==> config.mk <==
export PLATFORM = sky130hd
export DESIGN_NAME = tl_ul_arb2
export DESIGN_NICKNAME = d
export VERILOG_FILES = /design/src/rtl/tl_arb_pkg.sv /design/src/rtl/tl_arb_a_slot.sv /design/src/rtl/tl_ul_arb2.sv
export SDC_FILE = /design/constraint.sdc
export NUM_CORES = 1
export LEC_CHECK = 0
export CORE_AREA = 2 2 141 143
export DETAILED_ROUTE_END_ITERATION = 16
export DIE_AREA = 0 0 143 145
export HOLD_SLACK_MARGIN = 0.06
export SYNTH_ARGS = -nofsm -noshare
export SYNTH_HDL_FRONTEND = slang
export SYNTH_SLANG_ARGS = --single-unit
==> constraint.sdc <==
create_clock -name clock -period 9.2 [get_ports clock]
set_clock_uncertainty 0.1 [all_clocks]
set_input_delay 2.3 -clock clock [delete_from_list [all_inputs] [get_ports clock]]
set_output_delay 2.3 -clock clock [all_outputs]
set_load 0.02 [all_outputs]
==> src/rtl/tl_arb_pkg.sv <==
// Shared TileLink-UL constants, widths and the A-channel beat payload for the two-master arbiter.
package tl_arb_pkg;

  localparam int unsigned ADDR_W = 30;
  localparam int unsigned DATA_W = 32;
  localparam int unsigned MASK_W = DATA_W / 8;
  localparam int unsigned CNT_W  = 4;

  localparam logic [2:0] TL_PUT_FULL        = 3'd0;
  localparam logic [2:0] TL_PUT_PARTIAL     = 3'd1;
  localparam logic [2:0] TL_GET             = 3'd4;
  localparam logic [2:0] TL_ACCESS_ACK      = 3'd0;
  localparam logic [2:0] TL_ACCESS_ACK_DATA = 3'd1;

  typedef struct packed {
    logic [2:0]        opcode;
    logic [2:0]        param;
    logic [1:0]        size;
    logic [ADDR_W-1:0] address;
    logic [MASK_W-1:0] mask;
    logic [DATA_W-1:0] data;
  } a_beat_t;

endpackage

==> src/rtl/tl_arb_a_slot.sv <==
// One-entry registered A-channel holding slot; refills in the same cycle it drains.
module tl_arb_a_slot
  import tl_arb_pkg::*;
#(
  parameter int unsigned SRC_W = 3
) (
  input  logic             clock,
  input  logic             reset,
  input  logic             in_valid,
  output logic             in_ready,
  input  a_beat_t          in_beat,
  input  logic [SRC_W-1:0] in_source,
  output logic             out_valid,
  input  logic             out_ready,
  output a_beat_t          out_beat,
  output logic [SRC_W-1:0] out_source
);

  logic             full;
  a_beat_t          beat_q;
  logic [SRC_W-1:0] source_q;

  assign in_ready   = !full || out_ready;
  assign out_valid  = full;
  assign out_beat   = beat_q;
  assign out_source = source_q;

  always_ff @(posedge clock) begin
    if (!reset) begin
      full <= 1'b0;
    end else if (in_ready) begin
      full <= in_valid;
    end
  end

  // Payload needs no reset: it is only observed while full is set.
  always_ff @(posedge clock) begin
    if (in_valid && in_ready) begin
      beat_q   <= in_beat;
      source_q <= in_source;
    end
  end

endmodule

==> src/rtl/tl_ul_arb2.sv <==
// Two-master round-robin TileLink-UL arbiter with per-master outstanding limits and D routing.
// Define TL_ARB2_SRC_CHECK_EN to drop D beats for idle masters and expose the sticky src_err flag.
module tl_ul_arb2
  import tl_arb_pkg::*;
#(
  parameter int unsigned SRC_W   = 2,
  parameter int unsigned MAX_OUT = 4
) (
  input  logic              clock,
  input  logic              reset,
`ifdef TL_ARB2_SRC_CHECK_EN
  output logic              src_err,
`endif
  input  logic              m0_a_valid,
  output logic              m0_a_ready,
  input  logic [2:0]        m0_a_opcode,
  input  logic [2:0]        m0_a_param,
  input  logic [1:0]        m0_a_size,
  input  logic [SRC_W-1:0]  m0_a_source,
  input  logic [ADDR_W-1:0] m0_a_address,
  input  logic [MASK_W-1:0] m0_a_mask,
  input  logic [DATA_W-1:0] m0_a_data,
  output logic              m0_d_valid,
  input  logic              m0_d_ready,
  output logic [2:0]        m0_d_opcode,
  output logic [1:0]        m0_d_size,
  output logic [SRC_W-1:0]  m0_d_source,
  output logic [DATA_W-1:0] m0_d_data,
  output logic              m0_d_error,
  input  logic              m1_a_valid,
  output logic              m1_a_ready,
  input  logic [2:0]        m1_a_opcode,
  input  logic [2:0]        m1_a_param,
  input  logic [1:0]        m1_a_size,
  input  logic [SRC_W-1:0]  m1_a_source,
  input  logic [ADDR_W-1:0] m1_a_address,
  input  logic [MASK_W-1:0] m1_a_mask,
  input  logic [DATA_W-1:0] m1_a_data,
  output logic              m1_d_valid,
  input  logic              m1_d_ready,
  output logic [2:0]        m1_d_opcode,
  output logic [1:0]        m1_d_size,
  output logic [SRC_W-1:0]  m1_d_source,
  output logic [DATA_W-1:0] m1_d_data,
  output logic              m1_d_error,
  output logic              s_a_valid,
  input  logic              s_a_ready,
  output logic [2:0]        s_a_opcode,
  output logic [2:0]        s_a_param,
  output logic [1:0]        s_a_size,
  output logic [SRC_W:0]    s_a_source,
  output logic [ADDR_W-1:0] s_a_address,
  output logic [MASK_W-1:0] s_a_mask,
  output logic [DATA_W-1:0] s_a_data,
  input  logic              s_d_valid,
  output logic              s_d_ready,
  input  logic [2:0]        s_d_opcode,
  input  logic [1:0]        s_d_size,
  input  logic [SRC_W:0]    s_d_source,
  input  logic [DATA_W-1:0] s_d_data,
  input  logic              s_d_error
);

  localparam logic [CNT_W-1:0] CNT_MAX = CNT_W'(MAX_OUT);

  logic [1:0][CNT_W-1:0] cnt;
  logic [1:0]            elig;
  logic [1:0]            a_fire;
  logic [1:0]            d_fire;
  logic                  rr_last;
  logic                  grant_id;
  logic                  slot_in_valid;
  logic                  slot_in_ready;
  a_beat_t               m0_beat;
  a_beat_t               m1_beat;
  a_beat_t               slot_in_beat;
  logic [SRC_W:0]        slot_in_source;
  a_beat_t               slot_out_beat;
  logic                  d_sel;
  logic                  d_drop;

  assign m0_beat = '{opcode: m0_a_opcode, param: m0_a_param, size: m0_a_size,
                     address: m0_a_address, mask: m0_a_mask, data: m0_a_data};
  assign m1_beat = '{opcode: m1_a_opcode, param: m1_a_param, size: m1_a_size,
                     address: m1_a_address, mask: m1_a_mask, data: m1_a_data};

  // Round-robin grant among masters that are valid and below their outstanding limit.
  always_comb begin
    elig[0]        = m0_a_valid && (cnt[0] < CNT_MAX);
    elig[1]        = m1_a_valid && (cnt[1] < CNT_MAX);
    grant_id       = 1'b0;
    if (elig[0] && elig[1]) begin
      grant_id = ~rr_last;
    end else if (elig[1]) begin
      grant_id = 1'b1;
    end
    slot_in_valid  = reset && (|elig);
    a_fire[0]      = slot_in_valid && slot_in_ready && !grant_id;
    a_fire[1]      = slot_in_valid && slot_in_ready && grant_id;
    slot_in_beat   = grant_id ? m1_beat : m0_beat;
    slot_in_source = {grant_id, grant_id ? m1_a_source : m0_a_source};
  end

  assign m0_a_ready = a_fire[0];
  assign m1_a_ready = a_fire[1];

  tl_arb_a_slot #(
    .SRC_W(SRC_W + 1)
  ) u_a_slot (
    .clock      (clock),
    .reset      (reset),
    .in_valid   (slot_in_valid),
    .in_ready   (slot_in_ready),
    .in_beat    (slot_in_beat),
    .in_source  (slot_in_source),
    .out_valid  (s_a_valid),
    .out_ready  (s_a_ready),
    .out_beat   (slot_out_beat),
    .out_source (s_a_source)
  );

  assign s_a_opcode  = slot_out_beat.opcode;
  assign s_a_param   = slot_out_beat.param;
  assign s_a_size    = slot_out_beat.size;
  assign s_a_address = slot_out_beat.address;
  assign s_a_mask    = slot_out_beat.mask;
  assign s_a_data    = slot_out_beat.data;

  // D routing keyed on the master bit prepended to the source on the A side.
  assign d_sel = s_d_source[SRC_W];

`ifdef TL_ARB2_SRC_CHECK_EN
  assign d_drop = (cnt[d_sel] == '0);

  always_ff @(posedge clock) begin
    if (!reset) begin
      src_err <= 1'b0;
    end else if (s_d_valid && d_drop) begin
      src_err <= 1'b1;
    end
  end
`else
  assign d_drop = 1'b0;
`endif

  assign s_d_ready  = d_drop || (d_sel ? m1_d_ready : m0_d_ready);
  assign m0_d_valid = s_d_valid && !d_sel && !d_drop;
  assign m1_d_valid = s_d_valid && d_sel && !d_drop;
  assign d_fire[0]  = m0_d_valid && m0_d_ready;
  assign d_fire[1]  = m1_d_valid && m1_d_ready;

  assign m0_d_opcode = s_d_opcode;
  assign m0_d_size   = s_d_size;
  assign m0_d_source = s_d_source[SRC_W-1:0];
  assign m0_d_data   = s_d_data;
  assign m0_d_error  = s_d_error;
  assign m1_d_opcode = s_d_opcode;
  assign m1_d_size   = s_d_size;
  assign m1_d_source = s_d_source[SRC_W-1:0];
  assign m1_d_data   = s_d_data;
  assign m1_d_error  = s_d_error;

  // Outstanding counters saturate at zero; rr_last starts at 1 so master 0 wins the first tie.
  always_ff @(posedge clock) begin
    if (!reset) begin
      cnt     <= '0;
      rr_last <= 1'b1;
    end else begin
      for (int n = 0; n < 2; n++) begin
        if (a_fire[n] && !d_fire[n]) begin
          cnt[n] <= cnt[n] + CNT_W'(1);
        end else if (d_fire[n] && !a_fire[n] && (cnt[n] != '0)) begin
          cnt[n] <= cnt[n] - CNT_W'(1);
        end
      end
      if (|a_fire) begin
        rr_last <= grant_id;
      end
    end
  end

endmodule

==> metrics.md, run 1 <==
| Metric | Value |
|---|---|
| Status | `completed` |
| Max Slew Vio Count | `0` |
| Design area | `6940 um2` |
| Reg2Reg Setup Slack | `6.11 ns` |
| Share of layout cells above drive strength 1 | `20.4%` |
| Synth cell types | `35` |
| Crit-path most repeated cell | `clkdlybuf4s50_1` |
| GP Congestion | `0.751` |
| Fill count | `1829` |
| Peak supply drop | `87.5 uV` |
| Total CTS buffers | `9` |
| Final TNS setup | `0 ns` |
| Vias in the first global route | `3172` |
| Hold Path Class | `reg -> reg` |
| Maxcap violations | `0` |
| DP Cell Count | `740` |
| Initial antenna violation count | `0` |
| Area share of fa/ha/maj cells after synthesis | `1.99%` |
| Ys Warns | `0` |
| Class of the most critical setup path | `in -> out` |
| Least-Margin Pin Slew | `1.09 ns` |
| CTS Hold Bufs | `0` |
| Post_cts resized | `0` |
| DP Worst Slack | `2.53 ns` |
| Hold_sp | `cnt[3]` |
| CTS clk-pin slew, worst paths | `0.07 ns` |
| Compound-cell area share of the yosys netlist | `2.10%` |
| Slowest CP cell | `clkdlybuf4s50_1` |
| Xor and xnor area share after synthesis | `0.775%` |
| Area Growth Syn to Fin | `53.5%` |
| Crit Reg-Reg Endpoint | `u_a_slot.out_beat[73]` |
| Skew-Pair Late Insertion Delay | `0.34 ns` |
| Hold path endpoint | `cnt[3]` |
| Syn Inst Count | `320` |
| Buffers on Ports | `243` |
| Crit end category | `output port` |
| CP peak stage delay | `0.84 ns` |
| Seq cells post-synth | `87` |
| Core ar. | `19200 um2` |
| Die area | `20700 um2` |
| Setup crit start kind | `primary input` |
| Row Count | `51` |
| Fin crit share | `72.3%` |
| Fmax | `0.150 GHz` |
| Main combinational cell family by area after synthesis | `multiplexers` |
| Final hold viol count | `0` |
| Post-synth top area share | `51.2%` |
| Largest area contributor in the netlist | `edfxtp_1` |
| Post-synthesis mux area share | `20.4%` |
| Post-detail-place hpwl | `11.0 mm` |
| Req. time, crit path | `6.80 ns` |
| Post-CTS setup buffers | `0` |
| Clock buffer depth | `2` |
| Synth top area cells | `edfxtp_1 (51%), mux2_2 (19%), buf_4 (14%), dfxtp_1 (4.4%), ha_1 (1.1%)` |
| Largest net degree at the start of global routing | `47` |
| # nets final | `693` |
| Vias per cell | `4.09` |
| Crit Reg-Reg Startpoint | `cnt[7]` |
| Iteration count of the initial detailed-routing pass | `4` |
| Critical Path Fanout Max | `20` |
| DRT antenna net count | `0` |
| Worst Path Arrival | `4.25 ns` |
| WHS Path Cells | `2` |
| Area of the multi-input gates | `1360 um2` |
| Post-Layout Cell Count | `756` |
| Grt total ovfl | `0` |
| Via count | `3090` |
| Critical-path cell list | `clkdlybuf4s50_1 > nand4_1 > inv_1 > clkdlybuf4s50_1` |
| Ant diodes | `0` |
| Htree depth | `3` |
| Setup violations, final | `0` |
| Die H | `145 um` |
| RSZ-0062 raised after global routing | `false` |
| Pleak | `0.00239 uW` |
| CTS root buffer | `clkbuf_16` |
| Post-Synth Simple-Gate Area | `4.57%` |
| Syn Area/Cell | `14.1 um2` |
| I/O pin count | `364` |
| First-pass GRT wire length | `19.4 mm` |
| Area of the mapped netlist | `4520 um2` |
| Worst setup margin | `2.55 ns` |
| DRC Markers | `0` |
| Minimum clock period | `6.65 ns` |
| Syn Nets | `527` |
| R2R cell count | `4` |
| CTS tree | `done` |
| Die Wd | `143 um` |
| Wirelength per Cell | `18.3 um` |
| Global Route Usage Sum | `12.6%` |
| DP Area | `6660 um2` |
| Relative slew slack | `27.1%` |
| Seq/Total Area, Yosys | `55.6%` |
| Detailed Route WL | `13.8 mm` |
| DRT iter0 DRCs | `115` |
| Clk sinks | `87` |
| FF+latch area | `2510 um2` |
| Initial Utilization | `23.5%` |
| Pwr dens | `190 nW/um2` |
-- critical path: cells and delay by family --
family	cells	cell delay [ns]
simple gates	1	0.32
buf+inv	3	1.63
-- worst max-delay path by stage --
stage | depth (start not counted) | to | startpoint
after detailed placement | 4 | m1_a_ready | reset
final | 4 | m1_a_ready | reset
after global placement | 4 | m1_a_ready | reset
after CTS | 4 | m1_a_ready | reset
after global routing | 4 | m1_a_ready | reset
after floorplan | 3 | u_a_slot.out_beat[0] | reset
-- synth_stat cells --
library cell  count
buf_4            83
nand4_1           1
edfxtp_1         77
mux2_2           77
o22ai_1           1
ha_1              4
a21oi_2           1
or3b_4            1
o21ai_0           4
xor2_1            2
a21boi_0          1
o2111a_2          1
a21o_1            2
fa_1              2
nand2_1          11
and2_1            3
nand4bb_1         1
nand3b_1          1
mux2i_1           3
nor2_1            4
a31oi_1           1
nor2b_1           1
nand3_1           6
nand2b_1          3
nor4_1            2
buf_2             5
nor3b_2           1
xnor2_1           2
a21oi_1           2
nor3b_1           2
o311ai_0          1
clkbuf_1          2
dfxtp_1          10
inv_1             1
mux2i_4           1
-- placed cells by master (no fill, tap or decap), types with 2 or more instances in the layout --
cell and instances:
nor2_1 3, a21oi_1 2, buf_4 2, nor3b_1 2, ha_1 4, mux2_2 77
clkbuf_16 9, nand2_1 11, nor4_1 2, a21o_1 2, clkinvlp_4 3, nand3_1 6
fa_1 2, and2_1 3, mux2i_1 3, clkdlybuf4s50_1 243, o21ai_0 4, dfxtp_1 10
edfxtp_1 77, xnor2_1 2, nand2b_1 3, xor2_1 2
-- flip-flops by register name (all words and copies together) (netlist names) --
register / flops
cnt: 8
rr_last: 1
u_a_slot.out_source: 3
u_a_slot.out_valid: 1
u_a_slot.out_beat: 74
-- metal layers --
metal | global-route usage (%) | up-vias | part of all wire [%]
li1 | - | 1418 | -
met5 | 0 | - | 0
met2 | 23.5 | 214 | 52
met1 | 12.5 | 1432 | 35
met3 | 5.02 | 26 | 11
met4 | 4.41 | 0 | 2.2
-- logic make-up (layout without fill, tap and decap cells) --
family / count (synthesis) / count (layout)
buf+inv: 91 / 262
flops: 87 / 87
mux: 81 / 81
simple gates: 37 / 37
compound gates: 14 / 14
fa+ha+maj: 6 / 6
xor+xnor: 4 / 4
-- area by class of cell --
class                   count  area share [%]
repair buffers            245            35.3
well taps                 265            4.78
flip-flops and latches     87            36.2
clock inverters             7           0.794
clock buffers               9            3.25
multi-input cells         142            19.6
inverters                   1          0.0541
-- power by group --
part           switching (uW)  internal (uW)
clock network             161            185
logic                     199            235
registers                25.3            510
total                     386            930
-- stage by stage --
step,utilization [%],hold WS [ns],total power (uW)
CTS,36.1,0.423,1340
detailed placement,34.7,0.414,986
global route,36.1,0.456,1380
floorplan,-,0.372,830
global placement,34.7,0.407,974
finish,36.1,0.430,1320
Note: power is estimated with default switching activity, not from simulation.
==> run 2: changes to the inputs <==
CORE_AREA = unset   (was 2 2 141 143)
CORE_ASPECT_RATIO = 0.5   (was unset)
CORE_MARGIN = 2   (was unset)
CORE_UTILIZATION = 30   (was unset)
DIE_AREA = unset   (was 0 0 143 145)
PLACE_DENSITY = 0.78   (was unset)
clock period = 5.9 ns   (was 9.2 ns; I/O delays follow)
==> run 2 against run 1 <==
Critical path type unchanged. Worst hold slack lost 0.025 ns. Setup slack lost 1.7 ns. Sequential share of layout area grew 0.38 points.
==> metrics.md, run 2 (same netlist as run 1, synthesis figures left out) <==
| Metric | Value |
|---|---|
| Grt total ovfl | `0` |
| Wirelength per Cell | `18.1 um` |
| Class of the most critical setup path | `in -> out` |
| Htree depth | `3` |
| Post_cts resized | `0` |
| CTS root buffer | `clkbuf_16` |
| Share of layout cells above drive strength 1 | `20.0%` |
| Global Route Usage Sum | `14.9%` |
| Die Wd | `178 um` |
| Sw frac | `27.6%` |
| RSZ-0062 raised after global routing | `false` |
| Vias per cell | `4.35` |
| Post-detail-place hpwl | `9.74 mm` |
| Largest net degree at the start of global routing | `78` |
| Least-Margin Pin Slew | `1.02 ns` |
| Initial Utilization | `31.0%` |
| Core ar. | `14600 um2` |
| Worst Path Arrival | `3.44 ns` |
| Reg power frac | `40.3%` |
| Req. time, crit path | `4.32 ns` |
| First-pass GRT wire length | `18.3 mm` |
| DRT iter0 DRCs | `103` |
| Die H | `90.8 um` |
| Buffers on Ports | `243` |
| Final TNS setup | `0 ns` |
| Fin crit share | `85.0%` |
| Total CTS buffers | `9` |
| CTS tree | `done` |
| Status | `completed` |
| CTS Hold Bufs | `0` |
| I/O pin count | `364` |
| Setup crit start kind | `primary input` |
| Cell Int Power | `1490 uW` |
| Clock buffer depth | `2` |
| Max FFs per register | `74` |
| Via count | `3000` |
| Commonest non-fill, non-tap cell in the layout | `clkdlybuf4s50_1` |
| Most frequent cells in the layout | `clkdlybuf4s50_1 (243), mux2_2 (77), edfxtp_1 (77), nand2_1 (11), dfxtp_1 (10)` |
| DRT antenna net count | `0` |
| Fmax | `0.199 GHz` |
| CTS clk-pin slew, worst paths | `0.06 ns` |
| Post-CTS setup buffers | `0` |
| Detailed Route WL | `12.5 mm` |
| Final hold viol count | `0` |
| Iteration count of the initial detailed-routing pass | `4` |
| GP Congestion | `0.753` |
| Critical Path Fanout Max | `20` |
| Setup violations, final | `0` |
| Relative slew slack | `31.7%` |
| DRC Markers | `0` |
| Combinational share of power | `32.3%` |
| Hold Path Class | `reg -> reg` |
| Clk sinks | `87` |
| Pleak | `0.00240 uW` |
| Post-Layout Cell Count | `689` |
| Row Count | `31` |
| Pwr dens | `300 nW/um2` |
| Minimum clock period | `5.01 ns` |
| Crit end category | `output port` |
| Max Slew Vio Count | `0` |
| Peak supply drop | `130 uV` |
| Skew-Pair Late Insertion Delay | `0.33 ns` |
| Clock share of power | `27.4%` |
| P_sw | `568 uW` |
| Die area | `16100 um2` |
| DP Cell Count | `673` |
| Area Growth Syn to Fin | `51.9%` |
| Ant diodes | `0` |
| Initial antenna violation count | `0` |
| Vias in the first global route | `3202` |
| Total power | `2060 uW` |
| # nets final | `693` |
| Maxcap violations | `0` |
==> run 2: cell count changes in the layout (fill, tap and decap cells not counted), sizes merged <==
| cell | previous run | this run |
|---|---|---|
| clkbuf | 9 | 12 |
| clkinvlp | 3 | 1 |
| bufinv | 0 | 1 |
| clkinv | 2 | 1 |
| inv | 3 | 2 |
==> run 2: power groups by stage <==
stage / registers (uW) / clock network (uW) / logic [uW]
floorplan: 943 / 0 / 351
global placement: 841 / 0 / 658
detailed placement: 846 / 0 / 671
CTS: 833 / 582 / 674
global route: 842 / 607 / 708
finish: 831 / 565 / 665
==> run 2: per-layer routing <==
metal	vias to the layer above	wire length [um]	track usage, %
li1	1417	-	-
met1	1427	4430	15.2
met2	134	6820	28.4
met3	22	991	5.43
met4	0	238	4.30
met5	-	0	0
==> run 2: path summary, 6_finish.rpt <==
kind	slack, ns	cells after the start	endpoint	start
worst min-delay path	0.40	2	cnt[7]	cnt[7]
worst min register to register	0.40	2	cnt[7]	cnt[7]
worst max register to register	3.34	9	cnt[3]	cnt[3]
worst max-delay path	0.89	4	m1_a_ready	reset
==> run 2: stage by stage <==
stage / instance area, um2 / hold slack [ns] / setup WS (ns) / util [%]
after floorplan: 4520 / 0.372 / 0.223 / -
after global placement: 6570 / 0.397 / 0.938 / 45.1
after detailed placement: 6570 / 0.403 / 0.891 / 45.1
after CTS: 6860 / 0.410 / 0.881 / 47.1
after global routing: 6860 / 0.445 / 0.740 / 47.1
final: 6860 / 0.404 / 0.885 / 47.1
==> run 2: layout make-up <==
| type | count | area [um2] |
|---|---|---|
| Fill cell | 1326 | 7720 |
| Sequential cell | 87 | 2510 |
| Timing Repair Buffer | 245 | 2450 |
| Multi-Input combinational cell | 142 | 1360 |
| Tap cell | 198 | 248 |
| Clock buffer | 12 | 236 |
| Clock inverter | 4 | 55.1 |
| Inverter | 1 | 3.75 |
==> run 2: critical path, cell delays in order <==
cell and delay [ns]:
clkdlybuf4s50_1 0.86, nand4_1 0.32, inv_1 0.16, clkdlybuf4s50_1 0.62
